===== src/rtl/fir_l3_stream_ctrl.sv =====
// Packs a serial sample stream into 3-sample blocks for the L=3 FIR, tracks them through the filter and re-serializes results.
// Issue 1 cycle after the third accept; s_ready drops when FIFO entries plus in-flight blocks would exceed OUT_DEPTH.
module fir_l3_stream_ctrl #(
  parameter int DATA_IN_WIDTH  = 16,
  parameter int DATA_OUT_WIDTH = 64,
  parameter int LATENCY        = 1,
  parameter int OUT_DEPTH      = 4
) (
  input  logic                      clk,
  input  logic                      reset,
  input  logic [DATA_IN_WIDTH-1:0]  s_data,
  input  logic                      s_valid,
  output logic                      s_ready,
  input  logic                      flush,
  output logic                      filt_ce,
  output logic [DATA_IN_WIDTH-1:0]  filt_x1,
  output logic [DATA_IN_WIDTH-1:0]  filt_x2,
  output logic [DATA_IN_WIDTH-1:0]  filt_x3,
  input  logic [DATA_OUT_WIDTH-1:0] filt_y1,
  input  logic [DATA_OUT_WIDTH-1:0] filt_y2,
  input  logic [DATA_OUT_WIDTH-1:0] filt_y3,
  output logic [DATA_OUT_WIDTH-1:0] m_data,
  output logic                      m_valid,
  input  logic                      m_ready,
  output logic                      m_last,
  output logic                      busy
);

  localparam int AW = $clog2(OUT_DEPTH);
  localparam int CW = AW + 1;
  localparam int OW = CW + 4;
  localparam int DW = (LATENCY > 1) ? $clog2(LATENCY) : 1;

  typedef enum logic [1:0] {FILL, ISSUE, PAD, DRAIN} state_t;

  typedef struct packed {
    logic                           last;
    logic [2:0][DATA_OUT_WIDTH-1:0] y;
  } ent_t;

  state_t                          state_q, state_d;
  logic [1:0]                      cnt_q, cnt_d;
  logic [2:0][DATA_IN_WIDTH-1:0]   slot_q, slot_d;
  logic [LATENCY-1:0]              tag_q, tag_d, last_q, last_d;
  logic [DW-1:0]                   dcnt_q, dcnt_d;
  ent_t                            mem_q [OUT_DEPTH];
  ent_t                            mem_d [OUT_DEPTH];
  logic [AW-1:0]                   wr_q, wr_d, rd_q, rd_d;
  logic [CW-1:0]                   fcnt_q, fcnt_d;
  logic [1:0]                      idx_q, idx_d;
  logic [OW-1:0]                   occ;
  logic                            space, accept, push, pop, full_blk, tag_in, last_in;

  // Occupancy counts blocks already buffered plus blocks still inside the filter.
  always_comb begin
    occ = OW'(fcnt_q);
    for (int i = 0; i < LATENCY; i++) occ = occ + OW'(tag_q[i]);
  end

  assign pop     = m_valid & m_ready & (idx_q == 2'd2);
  assign space   = (occ < OW'(OUT_DEPTH)) | pop;
  assign s_ready = ~reset & (state_q == FILL) & space;
  assign accept  = s_valid & s_ready;
  assign m_valid = (fcnt_q != '0);
  assign m_data  = mem_q[rd_q].y[idx_q];
  assign m_last  = m_valid & mem_q[rd_q].last & (idx_q == 2'd2);
  assign busy    = (state_q != FILL) | (tag_q != '0) | m_valid;

  always_comb begin
    state_d  = state_q;
    cnt_d    = cnt_q;
    slot_d   = slot_q;
    tag_d    = tag_q;
    last_d   = last_q;
    dcnt_d   = dcnt_q;
    filt_ce  = 1'b0;
    filt_x1  = '0;
    filt_x2  = '0;
    filt_x3  = '0;
    tag_in   = 1'b0;
    last_in  = 1'b0;
    full_blk = 1'b0;
    case (state_q)
      FILL: begin
        if (accept) begin
          slot_d[cnt_q] = s_data;
          full_blk      = (cnt_q == 2'd2);
          cnt_d         = full_blk ? 2'd0 : cnt_q + 2'd1;
          if (full_blk) state_d = ISSUE;
        end
        if (flush) begin
          if (cnt_d != 2'd0 || full_blk) begin
            for (int i = 0; i < 3; i++)
              if (cnt_d != 2'd0 && 2'(i) >= cnt_d) slot_d[i] = '0;
            cnt_d   = 2'd0;
            state_d = PAD;
          end else begin
            // Youngest real block is still in the pipe: it becomes the end of stream.
            last_d[0] = tag_q[0];
            state_d   = DRAIN;
          end
        end
      end
      ISSUE: begin
        filt_ce = 1'b1;
        filt_x1 = slot_q[0];
        filt_x2 = slot_q[1];
        filt_x3 = slot_q[2];
        tag_in  = 1'b1;
        state_d = FILL;
      end
      PAD: begin
        if (space) begin
          filt_ce = 1'b1;
          filt_x1 = slot_q[0];
          filt_x2 = slot_q[1];
          filt_x3 = slot_q[2];
          tag_in  = 1'b1;
          last_in = 1'b1;
          state_d = DRAIN;
        end
      end
      DRAIN: begin
        if (space) begin
          filt_ce = 1'b1;
          if (dcnt_q == DW'(LATENCY - 1)) begin
            dcnt_d  = '0;
            state_d = FILL;
          end else begin
            dcnt_d = dcnt_q + DW'(1);
          end
        end
      end
      default: state_d = FILL;
    endcase
    push = filt_ce & tag_q[LATENCY-1];
    if (filt_ce) begin
      for (int i = LATENCY - 1; i > 0; i--) begin
        tag_d[i]  = tag_q[i-1];
        last_d[i] = last_q[i-1];
      end
      tag_d[0]  = tag_in;
      last_d[0] = last_in;
    end
  end

  always_comb begin
    mem_d  = mem_q;
    wr_d   = wr_q;
    rd_d   = rd_q;
    idx_d  = idx_q;
    if (push) begin
      mem_d[wr_q].last = last_q[LATENCY-1];
      mem_d[wr_q].y    = {filt_y3, filt_y2, filt_y1};
      wr_d             = wr_q + AW'(1);
    end
    if (m_valid & m_ready) idx_d = (idx_q == 2'd2) ? 2'd0 : idx_q + 2'd1;
    if (pop) rd_d = rd_q + AW'(1);
    fcnt_d = fcnt_q + CW'(push) - CW'(pop);
  end

  always_ff @(posedge clk or posedge reset) begin
    if (reset) begin
      state_q <= FILL;
      cnt_q   <= '0;
      slot_q  <= '0;
      tag_q   <= '0;
      last_q  <= '0;
      dcnt_q  <= '0;
      wr_q    <= '0;
      rd_q    <= '0;
      fcnt_q  <= '0;
      idx_q   <= '0;
      for (int i = 0; i < OUT_DEPTH; i++) mem_q[i] <= '0;
    end else begin
      state_q <= state_d;
      cnt_q   <= cnt_d;
      slot_q  <= slot_d;
      tag_q   <= tag_d;
      last_q  <= last_d;
      dcnt_q  <= dcnt_d;
      wr_q    <= wr_d;
      rd_q    <= rd_d;
      fcnt_q  <= fcnt_d;
      idx_q   <= idx_d;
      mem_q   <= mem_d;
    end
  end

  a_no_push_when_full: assert property (@(posedge clk) disable iff (reset)
    push |-> ((fcnt_q < CW'(OUT_DEPTH)) || pop));

endmodule

===== config.mk =====
export PLATFORM = sky130hd
export DESIGN_NAME = fir_l3_stream_ctrl
export DESIGN_NICKNAME = d
export VERILOG_FILES = /design/src/rtl/fir_l3_stream_ctrl.sv
export SDC_FILE = /design/constraint.sdc
export NUM_CORES = 2
export LEC_CHECK = 0
export ABC_CLOCK_PERIOD_IN_PS = 32900
export BUFFER_PORTS_ARGS = -buffer_cell sky130_fd_sc_hd__buf_2
export CAP_MARGIN = 20
export CORE_ASPECT_RATIO = 0.9
export CORE_MARGIN = 8
export CORE_UTILIZATION = 60
export DETAILED_ROUTE_END_ITERATION = 6
export PLACE_DENSITY = 0.77
export SLEW_MARGIN = 10
export SYNTH_ARGS = -nofsm -noshare
export SYNTH_HDL_FRONTEND = slang
export SYNTH_SLANG_ARGS = --single-unit

===== constraint.sdc =====
create_clock -name clk -period 32.9 [get_ports clk]
set_clock_uncertainty 0.2 [all_clocks]
set_input_delay 3.29 -clock clk [delete_from_list [all_inputs] [get_ports clk]]
set_output_delay 3.29 -clock clk [all_outputs]
set_load 0.01 [all_outputs]

==> results.txt <==
Most used DFF post-synth - dfrtp_1
Vias in the first global route - 24990
Hold buffer count at CTS - 0
TNS Setup - 0 ns
H-tree levels - 3
Flop pwr share - 38.7%
Net Sw Frac - 30.40%
XOR/XNOR Fraction of Synth Area - 0.08636%
Async set-reset flop share out of synthesis - 100.0%
P_leak - 0.02097 µW
Required time of the critical path - 29.41 ns
Largest net degree at the start of global routing - 189
Placement Setup Slack - 24.25 ns
Die area - 0.07620 mm²
Congestion Overflow GR - 0
Post-route cell area - 0.04538 mm²
Layout fillers - 4424
Syn Inst Count - 2366
Min cycle time layout - 8.669 ns
Clock-pin slew on the worst setup and hold paths - 0.06 ns
CP Class - primary input to output port
DR pass1 iterations - 5
Part of the power in the clock network - 21.6%
Synthesized area - 0.04057 mm²
Flops & latches, synth - 835
WL/cell - 25.39 µm
Max-Cap Viols - 0
DP HPWL - 53940 µm
P_sw - 1426 µW
Clock Root Buffer - clkbuf_16
Area share of the largest cell type after synthesis - 51.51%
CTS tree - built
Maximum clock frequency - 115.4 MHz
Peak supply drop - 0.06946 mV
Endpoint class of the critical path - output port
Slew headroom - 24.39%
First DRT Iteration DRCs - 1368
Int Power - 3266 µW
Ranking of synthesized cells by area - dfrtp_1, mux2_4, mux4_2, mux2_2, mux2i_1
Post-synthesis simple-gate area fraction - 1.940%
Die height - 262.7 µm
GP Congestion - 0.7720
GRT Total Usage - 24.19%
Initial core utilization - 60.55%
Complex-gate fraction of the synthesized area - 1.684%
RSZ-0062 raised after global routing - no
Arrival @ worst endpoint - 5.18 ns
Die W - 290.1 µm
Register area share after synthesis - 51.51%
Design Power - 4693 µW
Slew Viols, Final - 0
DR vias - 21590
Area Growth Syn to Fin - 11.87%
Most common cell after layout, fill and taps aside - dfrtp_1
Post-route ant nets - 0
Fraction of layout cells with a size suffix above 1 - 55.22%
Setup WS post-layout - 24.23 ns
Final period util - 26.35%
Synth area leader - dfrtp_1
# rows - 90
# resized after CTS - 0
Placed instance area - 0.04234 mm²
HP Class - flip-flop to flip-flop
CTS sink cnt - 835
Initial antenna violation count - 36
Multi-input logic area - 0.01834 mm²
Startpoint Class - primary input
WL final - 91750 µm
Synth Area in Adders - 0.4811%
Num CTS Buffers - 85
Outcome - finished, final reports clean
Deepest clock path buffer count - 3
Final hold violations - 0
Ys Warns - 0
Non-Filler Instances - 3613
Avg Inst Size Synth - 17.15 µm²
Multiplexer share of the synthesized area - 40.98%
# IOs - 330
Final net count - 2872
PwrDens - 103.4 mW/mm²
CP Max Fanout - 37
Worst Max-Slew Pin Slew - 1.134 ns
DRC viols - 0
IO Port Bufs - 329
Comb pwr share - 39.7%
Largest family of logic cells by synthesized area - multiplexers
Area of the core - 0.06700 mm²
Final setup fails - 0
Clock Latency Late Sink - 0.61 ns
FF/Latch Area - 0.02091 mm²
Number of synthesized flops with an enable pin - 0
Placed cells - 3430
Post-Synthesis Net Count - 2594
Vias per inst - 5.975
Netlist cell types - 46
Post CTS Setup Buffer Count - 0
First-pass GRT wire length - 148600 µm
Most frequent cells in the layout - dfrtp_1, mux2_4, buf_2
## routing by layer
| layer | GRT usage (%) | wire length [µm] |
|---|---|---|
| met1 | 33.77 | 40940 |
| met4 | 8.019 | 2207 |
| met2 | 38.27 | 44270 |
| met5 | 0 | 116 |
| met3 | 4.686 | 4214 |
## cells by family (layout without fill, tap and decap cells)
group           after synthesis  count (layout)
compound gates              106             106
xor+xnor                      4               4
fa+ha+maj                    15              15
buf+inv                     180             525
flops                       835             835
mux                        1066            1066
other cells                   0              28
simple gates                160             160
## power groups by stage
stage,combinational (µW),sequential (µW),clock [µW]
final,1860,1820,1010
after global placement,1820,1780,0
after global routing,1990,1870,1070
after CTS,1880,1810,1030
after floorplan,1520,1690,0
after detailed placement,1870,1820,0
## synthesized netlist by cell type (all sizes together) (4+ instances only)
cell    number
dfrtp      835
o21ai       70
buf        114
mux2i       83
mux2       790
nor2b        4
nand2       70
o22ai        4
nor2        20
clkbuf      51
and2        52
ha          14
a22o        16
inv         15
mux4       193
## critical path, cell delays in order
cell      delay, ns
buf_2          0.10
o31ai_4        0.08
or2_4          0.26
inv_4          0.11
o21ai_0        0.17
a21boi_2       0.45
buf_4          0.37
and2_1         0.19
buf_2          0.14
## state kept, by name (all words and copies together), names as in the netlist
name / count
cnt_q: 2
fcnt_q: 3
idx_q: 2
last_q: 1
mem_q: 772
rd_q: 2
slot_q: 48
state_q: 2
tag_q: 1
wr_q: 2
## worst paths after layout
check	from	end	slack, ns	cells past startpoint
min	slot_q[14]	slot_q[14]	0.30	1
max	m_ready	filt_x1[6]	24.23	9
max in group asynchronous	reset	mem_q[676]	27.50	4
min reg2reg	slot_q[14]	slot_q[14]	0.30	1
max reg2reg	idx_q[1]	mem_q[619]	27.44	8
min in group asynchronous	reset	slot_q[4]	2.70	2
## final cells by class
class                   count  share of cell area (%)
multi-input cells        1351                   40.42
inverters                  15                  0.1461
flip-flops and latches    835                   46.07
diodes                     28                  0.1544
clock inverters            23                  0.6616
repair buffers            356                   4.295
well taps                 874                   2.410
clock buffers             131                   5.850
## stage by stage
step                hold WS (ns)  utilization, %
detailed placement        0.2772           63.19
floorplan                 0.2577               -
finish                    0.2995           67.74
global placement          0.2838           63.19
CTS                       0.2976           67.60
global route              0.3095           67.71
Note: power is estimated with default switching activity, not from simulation.
